[config.mk]
export PLATFORM = sky130hd
export DESIGN_NAME = vector_beat_sequencer_flat
export DESIGN_NICKNAME = d
export VERILOG_FILES = /design/src/rtl/vector_beat_sequencer_pkg.sv /design/src/rtl/vector_beat_sequencer_if.sv /design/src/rtl/vector_beat_sequencer_perf_counter.sv /design/src/rtl/vector_beat_sequencer.sv /design/src/flat_wrapper.sv
export SDC_FILE = /design/constraint.sdc
export NUM_CORES = 1
export LEC_CHECK = 0
export BUFFER_PORTS_ARGS = -buffer_cell sky130_fd_sc_hd__buf_4
export CORE_UTILIZATION = 49
export CTS_BUF_LIST = sky130_fd_sc_hd__clkbuf_2
export DETAILED_ROUTE_END_ITERATION = 7
export PLACE_DENSITY = 0.8
export SYNTH_ARGS = -nofsm -noshare
export SYNTH_HDL_FRONTEND = slang
export SYNTH_SLANG_ARGS = --single-unit
[constraint.sdc]
create_clock -name clk -period 2 [get_ports clk]
set_clock_uncertainty 0.2 [all_clocks]
set_input_delay 0.2 -clock clk [delete_from_list [all_inputs] [get_ports clk]]
set_output_delay 0.2 -clock clk [all_outputs]
set_load 0.01 [all_outputs]
[src/rtl/vector_beat_sequencer_pkg.sv]
// Shared types and defaults for the vector beat sequencer.
package vseq_pkg;
  typedef enum logic [1:0] {IDLE, EXEC, MEM_WAIT} vseq_state_t;

  localparam int VSEQ_VLEN_DEF  = 8;
  localparam int VSEQ_LANES_DEF = 2;
  localparam int ALUOP_W        = 4;

  // Per-instruction flags captured at issue.
  typedef struct packed {
    logic vec;
    logic rd;
    logic wr;
    logic wb;
  } vseq_flags_t;
endpackage

[src/rtl/vector_beat_sequencer_if.sv]
// Decode/datapath-side bundle of the beat sequencer: issue handshake, memory ack, beat outputs.
interface vector_beat_sequencer_if
  import vseq_pkg::*;
#(
  parameter int VLEN = VSEQ_VLEN_DEF
);
  localparam int IDX_W = $clog2(VLEN);

  logic               issue_valid;
  logic               issue_ready;
  logic               vector_op;
  logic               mem_read;
  logic               mem_write;
  logic               reg_write;
  logic [ALUOP_W-1:0] alu_op_in;
  logic               mem_ack;
  logic [ALUOP_W-1:0] alu_op_out;
  logic               beat_valid;
  logic [IDX_W-1:0]   beat_idx;
  logic               beat_mem_req;
  logic               beat_wb_en;
  logic               stall;
  logic               done;

  modport master (
    output issue_valid, vector_op, mem_read, mem_write, reg_write, alu_op_in, mem_ack,
    input  issue_ready, alu_op_out, beat_valid, beat_idx, beat_mem_req, beat_wb_en, stall, done
  );

  modport slave (
    input  issue_valid, vector_op, mem_read, mem_write, reg_write, alu_op_in, mem_ack,
    output issue_ready, alu_op_out, beat_valid, beat_idx, beat_mem_req, beat_wb_en, stall, done
  );
endinterface

[src/rtl/vector_beat_sequencer_perf_counter.sv]
// Saturating 32-bit event counter; only built when VSEQ_PERF_EN is defined.
`ifdef VSEQ_PERF_EN
module vseq_perf_counter (
  input  logic        clk,
  input  logic        rst,
  input  logic        inc,
  output logic [31:0] count
);
  logic [31:0] count_q, count_d;

  always_comb begin
    count_d = count_q;
    if (inc && (count_q != 32'hFFFF_FFFF)) count_d = count_q + 32'd1;
  end

  always_ff @(posedge clk or negedge rst) begin
    if (!rst) count_q <= '0;
    else      count_q <= count_d;
  end

  assign count = count_q;
endmodule
`endif

[src/rtl/vector_beat_sequencer.sv]
// Execute-stage sequencer: splits one decoded instruction into LANES-wide beats.
// Optional VSEQ_PERF_EN adds the busy_cycles stall counter port.
module vector_beat_sequencer
  import vseq_pkg::*;
#(
  parameter int VLEN  = VSEQ_VLEN_DEF,
  parameter int LANES = VSEQ_LANES_DEF
) (
  input  logic                    clk,
  input  logic                    rst,
  vector_beat_sequencer_if.slave  bus
`ifdef VSEQ_PERF_EN
  ,
  output logic [31:0]             busy_cycles
`endif
);
  localparam int IDX_W = $clog2(VLEN);

  if (VLEN % LANES != 0) begin : g_bad_cfg
    $error("vector_beat_sequencer: VLEN must be a multiple of LANES");
  end

  vseq_state_t        state_q, state_d;
  logic [IDX_W-1:0]   idx_q, idx_d;
  logic [ALUOP_W-1:0] aluop_q, aluop_d;
  vseq_flags_t        flg_q, flg_d;

  logic is_mem, last_beat, in_beat, retire;

  always_comb begin
    state_d   = state_q;
    idx_d     = idx_q;
    aluop_d   = aluop_q;
    flg_d     = flg_q;
    retire    = 1'b0;
    is_mem    = flg_q.rd | flg_q.wr;
    last_beat = !flg_q.vec || (idx_q == IDX_W'(VLEN - LANES));
    in_beat   = (state_q != IDLE);

    case (state_q)
      IDLE: begin
        if (bus.issue_valid) begin
          state_d = EXEC;
          idx_d   = '0;
          aluop_d = bus.alu_op_in;
          flg_d   = '{vec: bus.vector_op, rd: bus.mem_read, wr: bus.mem_write, wb: bus.reg_write};
        end
      end
      EXEC: begin
        if (!is_mem || bus.mem_ack) retire = 1'b1;
        else                        state_d = MEM_WAIT;
      end
      MEM_WAIT: begin
        if (bus.mem_ack) retire = 1'b1;
      end
      default: state_d = IDLE;
    endcase

    // Retiring the final beat also parks beat_idx back at 0 for the next op.
    if (retire) begin
      if (last_beat) begin
        state_d = IDLE;
        idx_d   = '0;
      end else begin
        state_d = EXEC;
        idx_d   = idx_q + IDX_W'(LANES);
      end
    end
  end

  always_ff @(posedge clk or negedge rst) begin
    if (!rst) begin
      state_q <= IDLE;
      idx_q   <= '0;
      aluop_q <= '0;
      flg_q   <= '0;
    end else begin
      state_q <= state_d;
      idx_q   <= idx_d;
      aluop_q <= aluop_d;
      flg_q   <= flg_d;
    end
  end

  // Read+write together behaves as a load; pure stores never write back.
  assign bus.issue_ready  = (state_q == IDLE);
  assign bus.stall        = in_beat;
  assign bus.beat_valid   = in_beat;
  assign bus.beat_idx     = idx_q;
  assign bus.alu_op_out   = aluop_q;
  assign bus.beat_mem_req = in_beat && is_mem;
  assign bus.beat_wb_en   = retire && flg_q.wb && (!is_mem || flg_q.rd);
  assign bus.done         = retire && last_beat;

`ifdef VSEQ_PERF_EN
  vseq_perf_counter u_perf (
    .clk   (clk),
    .rst   (rst),
    .inc   (in_beat),
    .count (busy_cycles)
  );
`endif
endmodule

[src/flat_wrapper.sv]
// flat-port wrapper written by rule: the top's interface ports become plain ports
module vector_beat_sequencer_flat import vseq_pkg::*;
#(
  parameter int VLEN  = VSEQ_VLEN_DEF,
  parameter int LANES = VSEQ_LANES_DEF
)
  (clk, rst, bus_issue_valid, bus_vector_op, bus_mem_read, bus_mem_write, bus_reg_write, bus_alu_op_in, bus_mem_ack, bus_issue_ready, bus_alu_op_out, bus_beat_valid, bus_beat_idx, bus_beat_mem_req, bus_beat_wb_en, bus_stall, bus_done);
  vector_beat_sequencer_if #(.VLEN(VLEN)) bus_i ();
  input  logic clk;
  input  logic rst;
  input wire logic [$bits(bus_i.issue_valid)-1:0] bus_issue_valid;
  input wire logic [$bits(bus_i.vector_op)-1:0] bus_vector_op;
  input wire logic [$bits(bus_i.mem_read)-1:0] bus_mem_read;
  input wire logic [$bits(bus_i.mem_write)-1:0] bus_mem_write;
  input wire logic [$bits(bus_i.reg_write)-1:0] bus_reg_write;
  input wire logic [$bits(bus_i.alu_op_in)-1:0] bus_alu_op_in;
  input wire logic [$bits(bus_i.mem_ack)-1:0] bus_mem_ack;
  output wire logic [$bits(bus_i.issue_ready)-1:0] bus_issue_ready;
  output wire logic [$bits(bus_i.alu_op_out)-1:0] bus_alu_op_out;
  output wire logic [$bits(bus_i.beat_valid)-1:0] bus_beat_valid;
  output wire logic [$bits(bus_i.beat_idx)-1:0] bus_beat_idx;
  output wire logic [$bits(bus_i.beat_mem_req)-1:0] bus_beat_mem_req;
  output wire logic [$bits(bus_i.beat_wb_en)-1:0] bus_beat_wb_en;
  output wire logic [$bits(bus_i.stall)-1:0] bus_stall;
  output wire logic [$bits(bus_i.done)-1:0] bus_done;
  assign bus_i.issue_valid = bus_issue_valid;
  assign bus_i.vector_op = bus_vector_op;
  assign bus_i.mem_read = bus_mem_read;
  assign bus_i.mem_write = bus_mem_write;
  assign bus_i.reg_write = bus_reg_write;
  assign bus_i.alu_op_in = bus_alu_op_in;
  assign bus_i.mem_ack = bus_mem_ack;
  assign bus_issue_ready = bus_i.issue_ready;
  assign bus_alu_op_out = bus_i.alu_op_out;
  assign bus_beat_valid = bus_i.beat_valid;
  assign bus_beat_idx = bus_i.beat_idx;
  assign bus_beat_mem_req = bus_i.beat_mem_req;
  assign bus_beat_wb_en = bus_i.beat_wb_en;
  assign bus_stall = bus_i.stall;
  assign bus_done = bus_i.done;
  vector_beat_sequencer #(.VLEN(VLEN), .LANES(LANES)) u_core (.clk(clk), .rst(rst), .bus(bus_i));
endmodule
# Word level (Yosys, flattened, before mapping)
# Index checks and enable logic that the tools add are counted.
# Widths: inputs -> output; s select.
[word_totals]
reg_bits = 13
wordCells = 43
out_inout_bits = 13
[op_classes]
eq_ne = 6
addsub = 1
n_reduce_logical = 16
n_bitwise = 1
n_mux = 12
[op_table]
columns = ["op", "count"]
rows = [
  ["$mux 3", 4],
  ["$mux 2", 3],
  ["$ne 3x2->1 const B", 2],
  ["$pmux 2 s3", 1],
  ["$reduce_bool 2->1", 3],
  ["$logic_and 1x1->1", 4],
  ["$reduce_and 2->1", 2],
  ["$add 3x2->3 const B", 1],
  ["$eq 3x3->1 const B", 1],
  ["$logic_or 1x1->1", 3],
  ["$mux 1", 3],
  ["$reduce_and 3->1", 1],
  ["$eq 2x1->1 const B", 1],
  ["$eq 2x2->1 const B", 1],
  ["$logic_not 1->1", 2],
  ["$logic_not 2->1", 1],
  ["$ne 2x1->1 const B", 1],
  ["$pmux 1 s2", 1],
  ["$or 1x1->1", 1],
]

# Longest topological paths before layout
# Gate-level depths: netlist of run 1.
[logic_depth]
depth_word = 7
mapped_depth = 6
mapped_depth_nobuf = 6

# Worst setup path before layout of run 1
# No wires, ideal clock.
[synth_timing]
path_type = "reg2out"
start = "register u_core.state_q[0]"
end = "output port bus_beat_wb_en"
path_stages_with_launch = 6
n_path_buf = 0
setup_slack_ns = 0.261
arrival_ns = 1.339
required_time_ns = 1.600
path_cell_list = "dfrtp_1 > inv_1 > ha_1 > o211a_1 > a31o_2 > and3_1"
[synth_via]
elab_chain_cells = 4
[synth_lines]
columns = ["element", "line_no", "text"]
rows = [
  ["start, declared", "vector_beat_sequencer.sv:23", "vseq_state_t state_q, state_d;"],
  ["start signal, assigned", "vector_beat_sequencer.sv:78", "state_q <= state_d;"],
  ["$eq 2x2->1 or $eq 2x1->1 (tied branches)", "vector_beat_sequencer.sv:40", "case (state_q)"],
  ["$pmux 1 s2 *", "vector_beat_sequencer.sv:40", ""],
  ["$logic_and 1x1->1 * (2 in a row)", "vector_beat_sequencer.sv:92", "assign bus.beat_wb_en = retire && flg_q.wb && (!is_mem || flg_q.rd);"],
  ["end, declared", "flat_wrapper.sv:23", "output wire logic [$bits(bus_i.beat_wb_en)-1:0] bus_beat_wb_en;"],
]
# Every way passes the cells marked *; elsewhere a longest branch is shown, timed or not.

# Worst setup path after layout of run 1
# Ends and elaborated chain as after synthesis.

==> qor.yml, run 1 <==
drtPass1Iterations: 4
syn_to_final_growth_pct: 66.86
drv_slew: 0
multiInputGateArea_um2: 374.1
synth_nets: 73
min_path_type: "in -> async"
grt_max_degree: 13
ys_seq_area_share_pct: 45.98
violations: "negative setup slack"
netlist_area_um2: 653.1
portBuffers: 23
ir_worst_vdd_mv: 1.176
cp_max_fo: 3
synthDistinctLibCells: 26
fin_crit_sh_pct: 103.2
grt_pass1_wl_um: 2898
drive_above_1_share_pct: 57.43
gp_congestion: 0.6663
cts_tree: "built"
grt_overflow_total: 0
cp.arrival_ns: 1.66
p_leak_uw: 0.0005391
ant_nets: 0
fp.dieW_um: 38.51
setup_viol: 2
final_cells: 115
drt-wirelength-per-cell_um: 16.65
clkLatencyLatePin_ns: 0.28
setup.worst_path.end_class: "primary output"
r2r-end: "u_core.state_q[0]"
grt_pass1_vias: 598
track_usage_pct: 30.40
cts_made_buffers: 3
hold_viol_final: 0
initial_core_util_pct: 55.77
fin_hold_ws_ns: 0.08047
cts_num_sinks: 12
reg2reg_depth: 8
dieArea_um2: 1483
worstSetupPathType: "reg -> out"
ctsRootBufferMaster: "clkbuf_2"
yosys.area.top_type_share_pct: 45.98
status: "complete, but fails checks"
num_antenna_cells: 0
num_rows: 12
start_kind: "flip-flop"
fin_ws_ns: -0.06416
dp.cells: 90
viasPerCell: 5.183
finalSetupTns_ns: -0.1231
critPathLaunch: "u_core.state_q[0]"
fmax_mhz: 484.5
synth-warning-count: 0
htree_levels: 1
cap_violations: 0
path_clk_slew_ns: 0.13
postRouteWirelength_um: 1915
drt_iter0_drc: 14
drc: 0
required_ns: 1.60
fillerInstances: 42
fin_nets: 120
clk_path_buf_depth: 2
die_y_um: 38.51
pin_count: 25
grt_antenna_before_repair: 0
power_density_nw_per_um2: 1523
routed-via-count: 596
synth.area.top_cells: "dfrtp_1 (46%), ha_1 (11%), mux2_2 (10%)"
synth_top_area_cell: "dfrtp_1"
synthCells: 55
hpwl_um: 865.4
endpoint: "bus_beat_wb_en"
period_needed_ns: 2.064
ys_ff_latch: 12
regToRegSetupSlack_ns: 0.04
rsz0062_at_grt: "yes"
register_area_um2: 301.5
core_area_um2: 1171
r2r-start: "u_core.state_q[0]"
avgSynthCellArea_um2: 11.88
-- cell usage after synthesis --
cell / count
and2b_1: 1
a21oi_2: 1
or2b_1: 1
o21ai_1: 1
nand3_1: 1
inv_2: 1
mux2_2: 6
o22ai_1: 1
nor2_1: 3
dfrtp_1: 12
o211a_1: 1
a221oi_2: 1
and3_1: 1
ha_1: 6
nand2b_2: 1
nor2b_4: 1
inv_1: 3
nand2_1: 3
buf_4: 2
a21oi_1: 1
o21bai_1: 1
mux2_1: 2
mux2i_1: 1
a31o_2: 1
nand2_2: 1
conb_1: 1
-- cell type report --
cell class	count	area share, %
Multi-Input combinational cell	37	34.33
Clock buffer	3	1.378
Clock inverter	1	0.3444
Timing Repair Buffer	44	33.07
Inverter	4	1.607
Sequential cell	12	27.67
Tap cell	14	1.607
-- per-stage QoR --
| stage | worst slack (ns) | cell area, um2 | util [%] | total power (uW) |
|---|---|---|---|---|
| 2_1_floorplan | 0.2607 | 653.1 | - | 920.6 |
| 3_3_place_gp | 0.1215 | 828.3 | 70.73 | 1163 |
| 3_5_place_dp | 0.08949 | 828.3 | 70.73 | 1185 |
| 4_1_cts | -0.05396 | 1064 | 90.81 | 1533 |
| 5_1_grt | -0.1203 | 1090 | 93.06 | 1747 |
| 6_report | -0.06416 | 1090 | 93.06 | 1660 |
-- report_power, final --
group / internal, uW / switching [uW]
clock: 43.4 / 85.0
sequential: 361 / 106
combinational: 593 / 471
total: 998 / 662
-- registers in the layout (all words and copies together), names as in the netlist --
signal and flops:
u_core.bus.alu_op_out 4, u_core.flg_q 4, u_core.bus.beat_idx 2, u_core.state_q 2
-- worst max-delay path: stages (launching register included) --
cell and delay [ns]:
dfrtp_1 0.45, inv_2 0.10, ha_4 0.17, o211a_1 0.20
a31o_4 0.21, and3_4 0.14, buf_6 0.11
-- logic make-up after synthesis --
kind of cell	Yosys count	share of synthesized area, %
simple gates	13	11.88
fa+ha+maj	6	11.49
mux	9	15.32
buf+inv	6	4.596
compound gates	8	10.15
flops	12	45.98
other cells	1	0.5742
-- cell usage in the layout (no fill, tap or decap), types with 2 or more instances in the layout --
cell type	instances
inv_2	2
nand2_1	3
ha_1	3
dfrtp_1	11
mux2_2	6
dlygate4sd3_1	9
ha_4	3
buf_4	33
clkbuf_2	3
mux2_1	2
nor2_1	3
buf_6	2
-- metal layers --
metal,up-vias,share of wire (%),track usage (%)
li1,276,-,-
met1,292,40,33.33
met2,24,55,58.75
met3,4,4.3,5.233
met4,0,1.3,7.759
met5,-,0,0
-- how the worst min path moves through the flow --
stage	start	end	slack, ns	cells after the start
after global routing	rst	u_core.flg_q[3]	0.1	2
after detailed placement	rst	u_core.flg_q[3]	-0.15	1
after floorplan	rst	u_core.bus.alu_op_out[0]	-0.30	0
final	rst	u_core.flg_q[3]	0.08	2
after CTS	rst	u_core.flg_q[3]	0.09	2
after global placement	rst	u_core.bus.beat_idx[2]	-0.15	1
-- timing repair --
action / 4_1_cts / 5_1_grt
resized for setup: 11 / 2
pin swaps: 4 / 1
buffers inserted: 9 / 3
hold buffers: 9 / 0
setup endpoints to repair: 2 / 2
hold endpoints to repair: 20 / 0
(Power assumes the default switching activity.)
==> run 2, diff against run 1 <==
Settings changed: REMOVE_ABC_BUFFERS set to 1.
==> qor.yml, run 2 (same netlist as run 1, synthesis figures left out) <==
status: "complete, but fails checks"  # unchanged
violations: "negative setup slack"  # unchanged
dp.cells: 90  # unchanged
period_needed_ns: 2.102  # was 2.064 ns
fin_ws_ns: -0.1016  # was -0.06416 ns
met1_usage_pct: 28.74  # was 33.33%
setup.worst_path.end_class: "primary output"  # unchanged
grt_overflow_total: 0  # unchanged
busiest_layer: "met2"  # unchanged
fin_crit_sh_pct: 105.1  # was 103.2%
finalSetupTns_ns: -0.1831  # was -0.1231 ns
path_clk_slew_ns: 0.11  # was 0.13 ns
hpwl_um: 890  # was 865.4 um
worstSetupPathType: "reg -> out"  # unchanged
cp.arrival_ns: 1.70  # was 1.66 ns
grt_pass1_vias: 597  # was 598
setup_viol: 2  # unchanged
fmax_mhz: 475.8  # was 484.5 MHz
initial_core_util_pct: 55.77  # unchanged
clkLatencyLatePin_ns: 0.25  # was 0.28 ns
die_y_um: 38.51  # unchanged
drive_above_1_share_pct: 55.67  # was 57.43%
seqPwrFrac_pct: 28.8  # was 28.1%
power_frac_clock_pct: 7.1  # was 7.7%
routed-via-count: 584  # was 596
internal_power_uw: 965.3  # was 997.6 uW
grt_util_met2_pct: 50.83  # was 58.75%
viasPerCell: 5.261  # was 5.183
cts_tree: "built"  # unchanged
drtPass1Iterations: 4  # unchanged
p_sw_uw: 627.5  # was 662.3 uW
postRouteWirelength_um: 1788  # was 1915 um
cap_violations: 0  # unchanged
drv_slew: 0  # unchanged
grt_pass1_wl_um: 2691  # was 2898 um
most-common-layout-cells: "buf_4 (30), dfrtp_1 (12), dlygate4sd3_1 (9), mux2_2 (6)"  # was buf_4 (33), dfrtp_1 (11), dlygate4sd3_1 (9), mux2_2 (6)
p_leak_uw: 0.0005236  # was 0.0005391 uW
cp_max_fo: 4  # was 3
track_usage_pct: 29.79  # was 30.40%
drc: 0  # unchanged
gp_congestion: 0.6575  # was 0.6663
ctsRootBufferMaster: "clkbuf_2"  # unchanged
met3_usage_pct: 5.233  # unchanged
num_rows: 12  # unchanged
drt_iter0_drc: 17  # was 14
fin_nets: 117  # was 120
clk_path_buf_depth: 2  # unchanged
core_area_um2: 1171  # unchanged
ir_worst_vdd_mv: 0.9043  # was 1.176 mV
start_kind: "flip-flop"  # unchanged
dieArea_um2: 1483  # unchanged
syn_to_final_growth_pct: 62.26  # was 66.86%
grt_antenna_before_repair: 0  # unchanged
combPwrFrac_pct: 64.1  # about the same
p_sw_share_pct: 39.40  # was 39.90%
final_common_cell: "buf_4"  # unchanged
portBuffers: 23  # unchanged
fp.dieW_um: 38.51  # unchanged
grt_max_degree: 13  # unchanged
hold_viol_final: 0  # unchanged
pin_count: 25  # unchanged
cts_made_buffers: 3  # unchanged
power_density_nw_per_um2: 1503  # was 1523 nW/um2
final_cells: 111  # was 115
cts_num_sinks: 12  # unchanged
ant_nets: 0  # unchanged
required_ns: 1.60  # about the same
min_path_type: "in -> async"  # unchanged
htree_levels: 1  # unchanged
fin_hold_ws_ns: 0.09852  # was 0.08047 ns
drt-wirelength-per-cell_um: 16.11  # was 16.65 um
num_antenna_cells: 0  # unchanged
rsz0062_at_grt: "yes"  # unchanged
fillerInstances: 46  # was 42
[run 2: critical path: stages, from the launching register on]
cell and delay, ns:
dfrtp_1 0.45, inv_2 0.10, ha_4 0.17, o211a_1 0.23, a31o_4 0.23, and3_4 0.15
buf_6 0.11
[run 2: worst paths after layout]
kind	slack (ns)	to	from	depth (start not counted)
setup / recovery	-0.10	bus_beat_wb_en	u_core.state_q[0]	6
setup reg to reg	0.11	u_core.state_q[0]	u_core.state_q[0]	7
min in group clk	0.20	u_core.bus.beat_idx[2]	bus_issue_valid	4
hold reg to reg	0.30	u_core.flg_q[3]	u_core.flg_q[3]	1
max in group asynchronous	1.35	u_core.flg_q[1]	rst	2
hold / removal	0.1	u_core.state_q[0]	rst	2
[run 2: power groups by stage]
stage	sequential [uW]	clock, uW	combinational [uW]
floorplan	455	0	448
detailed placement	442	0	741
global placement	436	0	725
finish	458	113	1020
global route	469	127	1080
CTS	444	113	943
[run 2: what timing repair did]
item	4_1_cts	5_1_grt
gates resized for setup	11	0
buffers inserted	7	2
gates cloned	0	0
hold buffers	9	0
setup endpoints to repair	2	2
pin swaps	4	1
hold endpoints to repair	20	0
[run 2: per-layer routing]
metal / routed length [um] / up-vias
met4: 82 / 0
met5: 0 / -
li1: - / 271
met2: 933 / 24
met1: 685 / 281
met3: 86 / 8
[run 2: final cells by class]
cell class | instances | area (um2) | area share [%]
well taps | 14 | 17.52 | 1.653
flip-flops and latches | 12 | 300.3 | 28.34
clock buffers | 3 | 15.01 | 1.417
repair buffers | 41 | 337.8 | 31.88
multi-input cells | 37 | 374.1 | 35.30
inverters | 4 | 15.01 | 1.417
[run 2: per-stage QoR]
stage          utilization [%]  setup slack [ns]  total power, uW  instance area [um2]
6_report                 90.49           -0.1016             1593                 1060
5_1_grt                  90.49           -0.1413             1679                 1060
4_1_cts                  89.21          -0.06072             1500                 1045
3_5_place_dp             70.73           0.07650             1183                828.3
3_3_place_gp             70.73            0.1239             1161                828.3
2_1_floorplan                -            0.2607            902.8                638.1
==> run 3, diff against run 2 <==
Settings changed: CTS_CLUSTER_SIZE set to 10, RECOVER_POWER set to 50.
==> qor.yml, run 3 (same netlist as run 1, synthesis figures left out) <==
p_sw_share_pct: 40.29  # was 39.40%
stdcell_area_um2: 1037  # was 1060 um2
drtPass1Iterations: 4  # unchanged
max_stage_delay_ns: 0.45  # about the same
grt_max_degree: 13  # unchanged
pre_cts_slack_ns: 0.07650  # unchanged
viasPerCell: 5.252  # was 5.261
internal_power_uw: 925.6  # was 965.3 uW
grt_pass1_wl_um: 2691  # unchanged
placed_cell_area_um2: 828.3  # unchanged
drv_slew: 0  # unchanged
grt_pass1_vias: 597  # unchanged
path_cells: "inv_2, ha_4, o211a_1, a31o_4, and3_4, buf_6"  # unchanged
worstMarginPinSlew_ns: 0.6246
seqPwrFrac_pct: 29.5  # was 28.8%
routed-via-count: 583  # was 584
fmax_mhz: 476.4  # was 475.8 MHz
power_density_nw_per_um2: 1495  # was 1503 nW/um2
final_common_cell: "buf_4"  # unchanged
drive_above_1_share_pct: 49.48  # was 55.67%
drt_iter0_drc: 15  # was 17
status: "complete, but fails checks"  # unchanged
p_sw_uw: 624.6  # was 627.5 uW
multiInputGateArea_um2: 374.1  # unchanged
fp.dieW_um: 38.51  # unchanged
core_area_um2: 1171  # unchanged
cp.arrival_ns: 1.70  # about the same
most-common-layout-cells: "buf_4 (24), dfrtp_1 (12), dlygate4sd3_1 (9), mux2_2 (6), clkbuf_1 (6)"  # was buf_4 (30), dfrtp_1 (12), dlygate4sd3_1 (9), mux2_2 (6)
drt-wirelength-per-cell_um: 16.10  # was 16.11 um
rsz0062_at_grt: "yes"  # unchanged
fin_ws_ns: -0.09896  # was -0.1016 ns
fin_nets: 117  # unchanged
track_usage_pct: 29.79  # unchanged
slew_headroom_pct: 58.36
cts_num_sinks: 12  # unchanged
die_y_um: 38.51  # unchanged
setup.worst_path.end_class: "primary output"  # unchanged
drc: 0  # unchanged
fin_crit_sh_pct: 104.9  # was 105.1%
pin_count: 25  # unchanged
combPwrFrac_pct: 63.3  # was 64.1%
num_antenna_cells: 0  # unchanged
ant_nets: 0  # unchanged
grt_overflow_total: 0  # unchanged
violations: "negative setup slack"  # unchanged
clkLatencyLatePin_ns: 0.25  # about the same
min_path_type: "in -> reg"  # was in -> async
num_rows: 12  # unchanged
ir_worst_vdd_mv: 0.8764  # was 0.9043 mV
htree_levels: 1  # unchanged
hold_viol_final: 0  # unchanged
fillerInstances: 58  # was 46
required_ns: 1.60  # about the same
power_frac_clock_pct: 7.2  # was 7.1%
worstSetupPathType: "reg -> out"  # unchanged
cts_made_buffers: 3  # unchanged
start_kind: "flip-flop"  # unchanged
gp_congestion: 0.6575  # unchanged
clk_path_buf_depth: 2  # unchanged
setup_viol: 2  # unchanged
period_needed_ns: 2.099  # was 2.102 ns
syn_to_final_growth_pct: 58.81  # was 62.26%
final_cells: 111  # unchanged
cp_max_fo: 4  # unchanged
ctsRootBufferMaster: "clkbuf_2"  # unchanged
register_area_um2: 300.3  # unchanged
cts_tree: "built"  # unchanged
power_uw: 1550  # was 1593 uW
hpwl_um: 890  # unchanged
postRouteWirelength_um: 1787  # was 1788 um
portBuffers: 23  # unchanged
path_clk_slew_ns: 0.11  # about the same
p_leak_uw: 0.0005012  # was 0.0005236 uW
dieArea_um2: 1483  # unchanged
dp.cells: 90  # unchanged
grt_antenna_before_repair: 0  # unchanged
initial_core_util_pct: 55.77  # unchanged
fin_hold_ws_ns: 0.1984  # was 0.09852 ns
cap_violations: 0  # unchanged
crit_slowest_cell: "dfrtp_1"  # unchanged
run 3: path summary, 6_finish.rpt:
path                                   start  slack (ns)                       end  depth (start not counted)
setup / recovery           u_core.state_q[0]        -0.1            bus_beat_wb_en                          6
setup reg to reg           u_core.state_q[0]        0.11         u_core.state_q[0]                          7
max in group asynchronous                rst        0.94  u_core.bus.alu_op_out[3]                          2
min in group asynchronous                rst        0.26         u_core.state_q[1]                          2
hold reg to reg              u_core.flg_q[3]        0.30           u_core.flg_q[3]                          1
hold / removal                   bus_mem_ack        0.20         u_core.state_q[1]                          4
run 3: cell type report:
type                            instances  area share (%)
Sequential cell                        12           28.95
Inverter                                4           1.448
Multi-Input combinational cell         37           36.07
Timing Repair Buffer                   41           30.40
Tap cell                               14           1.689
Clock buffer                            3           1.448
run 3: power groups by stage:
| stage | Sequential (uW) | Combinational (uW) | Clock (uW) |
|---|---|---|---|
| CTS | 444 | 943 | 113 |
| finish | 458 | 981 | 112 |
| global route | 468 | 1040 | 127 |
| detailed placement | 442 | 741 | 0 |
| floorplan | 455 | 448 | 0 |
| global placement | 436 | 725 | 0 |
run 3: timing repair:
item / in CTS / in global routing
gates resized for setup: 11 / 0
pin swaps: 4 / 1
hold endpoints to repair: 20 / 0
setup endpoints to repair: 2 / 2
hold buffers: 9 / 0
setup buffers: 7 / 2
cloned: 0 / 0
run 3: critical path: cells and delay by family, from the launching register on:
family                   cells  cell delay (ns)
buffers and inverters        2             0.21
AO/OA/AOI/OAI                2             0.46
flip-flops                   1             0.45
AND/OR/NAND/NOR              1             0.15
adder cells (fa/ha/maj)      1             0.17
run 3: routing by layer:
metal / GRT usage [%] / part of all wire (%) / up-vias
li1: - / - / 272
met1: 28.74 / 37 / 277
met2: 50.83 / 52 / 26
met3: 5.233 / 5.8 / 8
met4: 30.17 / 4.6 / 0
met5: 0 / 0 / -
run 3: metrics by stage:
stage          setup TNS (ns)  utilization (%)
6_report              -0.1788            88.57
5_1_grt               -0.2663            88.57
4_1_cts               -0.1049            89.21
3_5_place_dp                0            70.73
3_3_place_gp                0            70.73
2_1_floorplan               0                -
